===== src/rtl/spi_block_reader_pkg.sv =====
// Shared encodings for the SD block reader: FSM states, status codes, token values.
package spi_block_reader_pkg;

  typedef enum logic [3:0] {
    StIdle,
    StTokIssue,
    StTokWait,
    StDatIssue,
    StDatWait,
    StDatHold,
    StCrcHiIssue,
    StCrcHiWait,
    StCrcLoIssue,
    StCrcLoWait,
    StCheck,
    StDone
  } rd_state_e;

  typedef enum logic [1:0] {
    StepIdle,
    StepSkip,
    StepWait
  } step_state_e;

  localparam logic [2:0] ERR_OK            = 3'd0;
  localparam logic [2:0] ERR_TOKEN_TIMEOUT = 3'd1;
  localparam logic [2:0] ERR_TOKEN_ERROR   = 3'd2;
  localparam logic [2:0] ERR_CRC           = 3'd3;
  localparam logic [2:0] ERR_ABORT         = 3'd4;

  localparam logic [7:0] TOKEN_START = 8'hFE;
  localparam logic [7:0] TOKEN_IDLE  = 8'hFF;

  // Each byte-issue state is followed by its matching wait state.
  function automatic rd_state_e issue_to_wait(input rd_state_e s);
    case (s)
      StTokIssue:   return StTokWait;
      StDatIssue:   return StDatWait;
      StCrcHiIssue: return StCrcHiWait;
      default:      return StCrcLoWait;
    endcase
  endfunction

endpackage


===== src/rtl/spi_block_reader_byte_step.sv =====
// One shifter byte transfer: pulse start_read, skip one clk, then wait for busy to drop.
module spi_block_reader_byte_step
  import spi_block_reader_pkg::*;
(
  input  logic       clk,
  input  logic       rst,
  input  logic       go,
  input  logic       busy,
  input  logic [7:0] shift_out,
  output logic       start_read,
  output logic       byte_done,
  output logic [7:0] byte_data
);

  step_state_e state_q, state_d;

  // Handshake state register.
  always_ff @(posedge clk or posedge rst) begin
    if (rst) state_q <= StepIdle;
    else     state_q <= state_d;
  end

  // Next state and pulse outputs; busy may still read 0 on the clk right after the pulse.
  always_comb begin
    state_d    = state_q;
    start_read = 1'b0;
    byte_done  = 1'b0;
    unique case (state_q)
      StepIdle: begin
        if (go) begin
          start_read = 1'b1;
          state_d    = StepSkip;
        end
      end
      StepSkip: state_d = StepWait;
      StepWait: begin
        if (!busy) begin
          byte_done = 1'b1;
          state_d   = StepIdle;
        end
      end
      default: state_d = StepIdle;
    endcase
  end

  // The byte is valid in the same clk that byte_done is high.
  assign byte_data = shift_out;

endmodule


===== src/rtl/spi_block_reader.sv =====
// Reads one SD data block through the SPI shifter: token hunt, data stream, CRC16 check.
module spi_block_reader
  import spi_block_reader_pkg::*;
#(
  parameter int unsigned BLOCK_LEN   = 512,
  parameter int unsigned TOKEN_TRIES = 255
) (
  input  logic        clk,
  input  logic        rst,
  input  logic        start,
  input  logic        abort,
  output logic        start_read,
  output logic        crc_reset,
  input  logic [7:0]  shift_out,
  input  logic        busy,
  input  logic [15:0] crc_out,
  output logic [7:0]  rd_data,
  output logic        rd_valid,
  input  logic        rd_ready,
  output logic        active,
  output logic        done,
  output logic [2:0]  error
);

  localparam logic [9:0] LAST_IDX  = 10'(BLOCK_LEN - 1);
  localparam logic [7:0] TRY_LIMIT = 8'(TOKEN_TRIES);

  rd_state_e   state_q, state_d;
  logic [7:0]  try_q, try_d;
  logic [9:0]  cnt_q, cnt_d;
  logic [15:0] snap_q, snap_d;
  logic [7:0]  hi_q, hi_d;
  logic [7:0]  lo_q, lo_d;
  logic [7:0]  rd_data_q, rd_data_d;
  logic        rd_valid_q, rd_valid_d;
  logic [2:0]  error_q, error_d;

  logic       step_go;
  logic       byte_done;
  logic [7:0] byte_data;

  spi_block_reader_byte_step u_step (
    .clk       (clk),
    .rst       (rst),
    .go        (step_go),
    .busy      (busy),
    .shift_out (shift_out),
    .start_read(start_read),
    .byte_done (byte_done),
    .byte_data (byte_data)
  );

  // Block FSM, counters, CRC snapshot and stream registers.
  always_ff @(posedge clk or posedge rst) begin
    if (rst) begin
      state_q    <= StIdle;
      try_q      <= '0;
      cnt_q      <= '0;
      snap_q     <= '0;
      hi_q       <= '0;
      lo_q       <= '0;
      rd_data_q  <= '0;
      rd_valid_q <= 1'b0;
      error_q    <= ERR_OK;
    end else begin
      state_q    <= state_d;
      try_q      <= try_d;
      cnt_q      <= cnt_d;
      snap_q     <= snap_d;
      hi_q       <= hi_d;
      lo_q       <= lo_d;
      rd_data_q  <= rd_data_d;
      rd_valid_q <= rd_valid_d;
      error_q    <= error_d;
    end
  end

  // Next-state logic; abort is honoured only between bytes, never mid-transfer.
  always_comb begin
    state_d    = state_q;
    try_d      = try_q;
    cnt_d      = cnt_q;
    snap_d     = snap_q;
    hi_d       = hi_q;
    lo_d       = lo_q;
    rd_data_d  = rd_data_q;
    rd_valid_d = rd_valid_q;
    error_d    = error_q;
    step_go    = 1'b0;
    crc_reset  = 1'b0;
    unique case (state_q)
      StIdle: begin
        if (start) begin
          state_d = StTokIssue;
          try_d   = '0;
          error_d = ERR_OK;
        end
      end
      StTokIssue, StDatIssue, StCrcHiIssue, StCrcLoIssue: begin
        if (abort) begin
          error_d = ERR_ABORT;
          state_d = StDone;
        end else begin
          step_go = 1'b1;
          state_d = issue_to_wait(state_q);
        end
      end
      StTokWait: begin
        if (byte_done) begin
          if (abort) begin
            error_d = ERR_ABORT;
            state_d = StDone;
          end else if (byte_data == TOKEN_START) begin
            crc_reset = 1'b1;
            cnt_d     = '0;
            state_d   = StDatIssue;
          end else if (byte_data == TOKEN_IDLE) begin
            try_d = try_q + 8'd1;
            if (try_q + 8'd1 == TRY_LIMIT) begin
              error_d = ERR_TOKEN_TIMEOUT;
              state_d = StDone;
            end else begin
              state_d = StTokIssue;
            end
          end else begin
            error_d = ERR_TOKEN_ERROR;
            state_d = StDone;
          end
        end
      end
      StDatWait: begin
        if (byte_done) begin
          if (abort) begin
            error_d = ERR_ABORT;
            state_d = StDone;
          end else begin
            rd_data_d  = byte_data;
            rd_valid_d = 1'b1;
            state_d    = StDatHold;
          end
        end
      end
      StDatHold: begin
        if (rd_ready) begin
          rd_valid_d = 1'b0;
          cnt_d      = cnt_q + 10'd1;
          if (abort) begin
            error_d = ERR_ABORT;
            state_d = StDone;
          end else if (cnt_q == LAST_IDX) begin
            // Snapshot now: the CRC bytes themselves must not enter the comparison value.
            snap_d  = crc_out;
            state_d = StCrcHiIssue;
          end else begin
            state_d = StDatIssue;
          end
        end else if (abort) begin
          rd_valid_d = 1'b0;
          error_d    = ERR_ABORT;
          state_d    = StDone;
        end
      end
      StCrcHiWait: begin
        if (byte_done) begin
          if (abort) begin
            error_d = ERR_ABORT;
            state_d = StDone;
          end else begin
            hi_d    = byte_data;
            state_d = StCrcLoIssue;
          end
        end
      end
      StCrcLoWait: begin
        if (byte_done) begin
          if (abort) begin
            error_d = ERR_ABORT;
            state_d = StDone;
          end else begin
            lo_d    = byte_data;
            state_d = StCheck;
          end
        end
      end
      StCheck: begin
        if (abort) error_d = ERR_ABORT;
        else       error_d = ({hi_q, lo_q} == snap_q) ? ERR_OK : ERR_CRC;
        state_d = StDone;
      end
      StDone:  state_d = StIdle;
      default: state_d = StIdle;
    endcase
  end

  assign rd_data  = rd_data_q;
  assign rd_valid = rd_valid_q;
  assign error    = error_q;
  assign active   = (state_q != StIdle);
  assign done     = (state_q == StDone);

endmodule


===== config.mk =====
export PLATFORM = sky130hd
export DESIGN_NAME = spi_block_reader
export DESIGN_NICKNAME = d
export VERILOG_FILES = /design/src/rtl/spi_block_reader_pkg.sv /design/src/rtl/spi_block_reader_byte_step.sv /design/src/rtl/spi_block_reader.sv
export SDC_FILE = /design/constraint.sdc
export NUM_CORES = 1
export LEC_CHECK = 0
export ABC_CLOCK_PERIOD_IN_PS = 2800
export CAP_MARGIN = 20
export CORE_MARGIN = 1.5
export CORE_UTILIZATION = 30
export CTS_CLUSTER_SIZE = 20
export DETAILED_ROUTE_END_ITERATION = 8
export PLACE_DENSITY = 0.46
export SLEW_MARGIN = 10
export SYNTH_ARGS = -nofsm -noshare
export SYNTH_HDL_FRONTEND = slang
export SYNTH_SLANG_ARGS = --single-unit

===== constraint.sdc =====
create_clock -name clk -period 2.8 [get_ports clk]
set_input_delay 0.42 -clock clk [delete_from_list [all_inputs] [get_ports clk]]
set_output_delay 0.42 -clock clk [all_outputs]
set_load 0.02 [all_outputs]

==> summary.txt <==
Run status
  – Status: finished with violations
  – Failing checks: DRC

Timing
  – Max Slew Vio Count: 0
  – Final hold viol count: 0
  – Worst Skew: 0.004427 ns
  – Setup violators final: 0
  – Slew headroom: 66.65%
  – Worst slew pin tran: 0.4933 ns
  – Final TNS setup: 0 ns
  – Final min period: 2.577 ns
  – Tcrit/Tclk final: 92.04%
  – Maximum clock rate: 388.0 MHz
  – RSZ-0062 raised after global routing: false

Drt
  – Total iterations of the first detailed-routing run: 8
  – Initial DRC count: 140
  – Avg WL per Cell: 15.71 um
  – Routed WL: 8800 um
  – Total number of vias: 2,783
  – Drt drc: 3
  – Vias per cell: 4.970
  – Routed Antenna Nets: 0

Pwr
  – Gate power share: 35.2%
  – Pleak: 2.196 nW
  – Tot Pwr: 3.693 mW
  – Psw: 1.237 mW
  – Sw Share: 33.50%
  – Reg power frac: 33.4%
  – Clk pwr share: 31.4%
  – Int Pwr: 2.456 mW
  – Maximum vdd ir drop: 0.4296 mV
  – PwrDens: 787.4 nW/um2

Yosys
  – Gate count of the mapped netlist: 342
  – Main flop type after synthesis: dfrtp_1
  – Adder-cell share of the synthesized area: 1.046%
  – Fraction of registers with async set/reset: 100.0%
  – Cell variety after synth: 48
  – Mapped Area: 3588 um2
  – Largest family of logic cells by synthesized area: simple AND/OR/NAND/NOR gates
  – Post-synthesis compound-gate area fraction: 10.77%
  – Syn Nets: 375
  – Flops & latches, synth: 68
  – XOR/XNOR Fraction of Synth Area: 6.346%
  – YS warnings: 0
  – Register area share after synthesis: 47.42%
  – Multiplexer share of the synthesized area: 14.26%
  – Post-synthesis simple-gate area fraction: 17.19%
  – Syn avg cell area: 10.49 um2
  – EDFF count, synth: 0

Finish
  – Design area: 4690 um2
  – Ant diodes: 0
  – Final core utilization: 40.55%
  – Layout Cells excl Fill: 560
  – Commonest cells after routing, fill and taps aside: dfrtp_1, clkdlybuf4s50_1, mux2_2
  – Most common cell after layout, fill and taps aside: dfrtp_1
  – Nets@finish: 445
  – Ratio of cells with drive above 1 in the final layout: 21.82%
  – Area grow syn2layout: 30.68%

Clock tree
  – Clk sinks: 68
  – # hold bufs at CTS: 0
  – Root Driver: clkbuf_16
  – CTS max path bufs: 2
  – Resized Gates After CTS: 1
  – Worst skew pair latency: 0.33 ns
  – Postcts setup bufs: 0
  – CTS tree: yes
  – CTS clk-pin slew, worst paths: 0.06 ns
  – H-tree levels: 3
  – CTS buffer count: 9

Critical path
  – Crit path DAT: 2.16 ns
  – CP startpoint: state_q[3]$_DFFE_PP0P_
  – Crit path max fanout: 2
  – Reg-to-reg slack, setup: 0.61 ns
  – Worst r2r src: state_q[3]$_DFFE_PP0P_
  – Crit Path Class: reg2out
  – CP Launch Type: flop
  – Worst setup EP type: output port
  – Worst Path Required: 2.38 ns

Placement
  – Post-DP HPWL: 6102 um
  – # placed instances: 544
  – Number of I/O port buffers: 45
  – Placed instance area: 4383 um2
  – Final Wtd Congestion: 0.7490

Global route
  – Largest net degree at the start of global routing: 69
  – Overall global routing resource usage: 14.89%
  – Total grt overflow: 0
  – Vias in the first global route: 2,787
  – First-pass GRT wire length: 14,570 um
  – Antenna violations before repair: 0

Floorplanning
  – Rows: 39
  – Die Area: 12,630 um2
  – Starting Density: 31.03%
  – Die X: 112.4 um
  – Ports: 46
  – Die Y-Extent: 112.4 um
  – Core box area: 11,560 um2

Flow run
  – Max cap viols: 0

Worst hold path
  – Worst Hold Class: in2async
-- per-layer routing --
layer	routed length [um]	part of all wire (%)	vias up	global-route usage [%]
met1	4378	50	1360	20.94
li1	-	-	1373	-
met3	221	2.5	11	3.402
met2	4068	46	39	22.94
met5	0	0	-	0
met4	132	1.5	0	4.473
-- cell usage after synthesis, drive strengths merged, types with 2 or more instances --
library cell	n	area share, %
nand2b	3	0.52
nand3	15	2.1
buf	3	0.56
ha	3	1.0
o22ai	5	0.87
nor2	21	2.2
o31ai	6	1.3
nor2b	9	1.6
nor4b	2	0.66
mux2i	5	1.4
a21oi	11	1.5
nor3	7	0.98
nand2	23	2.4
o21ai	21	3.0
inv	10	1.0
nor3b	4	0.98
xor2	17	4.1
a32o	2	0.56
a21o	3	0.63
nor4	9	2.0
a31oi	4	0.70
xnor2	9	2.2
dfrtp	68	47
and3	5	0.87
and2	3	0.52
clkbuf	12	1.3
a211oi	2	0.42
mux2	41	13
nand4	6	1.0
-- cells by family (layout without fill, tap and decap cells) --
kind of cell	count (synthesis)	after routing
compound gates	61	61
flops	68	68
simple gates	112	112
mux	46	46
buf+inv	26	101
fa+ha+maj	3	3
xor+xnor	26	26
-- area by class of cell --
class                      instances  area [um2]
tap                              143       178.9
sequential                        68        1702
timing repair buffer              74       681.9
inverter                          11       41.29
fill                            1152        6875
clock inverter                     3       45.04
multi-input combinational        248        1780
clock buffer                      13       260.3
-- registers in the layout, indices dropped and copies added (netlist names) --
signal and flops:
cnt_q 10, snap_q 16, lo_q 8, u_step.state_q 2, error 3, hi_q 8, try_q 8, state_q 4
rd_valid 1, rd_data 8
-- metrics by stage --
stage / setup slack [ns] / hold WS [ns]
6_report: 0.2228 / 0.4826
5_1_grt: 0.1277 / 0.5032
4_1_cts: 0.05756 / 0.4853
3_5_place_dp: 0.1341 / 0.4673
3_3_place_gp: 0.1364 / 0.4743
2_1_floorplan: 0.4961 / 0.4482
-- critical path, cell delays in order (launching register included) --
cell	delay, ns
dfrtp_1	0.37
or4b_4	0.57
nor4_4	0.34
and3_1	0.22
dlygate4sd2_1	0.33
-- final timing paths --
check                                        to  cells past startpoint
max                                   crc_reset                      4
min                        cnt_q[2]$_DFFE_PP0P_                      3
max reg2reg                cnt_q[8]$_DFFE_PP0P_                      7
min reg2reg                try_q[7]$_DFFE_PP0P_                      1
max in group asynchronous  try_q[0]$_DFFE_PP0P_                      3
min in group clk           try_q[7]$_DFFE_PP0P_                      1
-- power groups by stage --
| stage | registers [mW] | clock network, mW | logic [mW] |
|---|---|---|---|
| 4_1_cts | 1.23 | 1.20 | 1.31 |
| 5_1_grt | 1.25 | 1.24 | 1.44 |
| 3_3_place_gp | 1.24 | 0 | 1.29 |
| 2_1_floorplan | 1.27 | 0 | 0.819 |
| 6_report | 1.23 | 1.16 | 1.30 |
| 3_5_place_dp | 1.25 | 0 | 1.31 |
(Power assumes the default switching activity.)
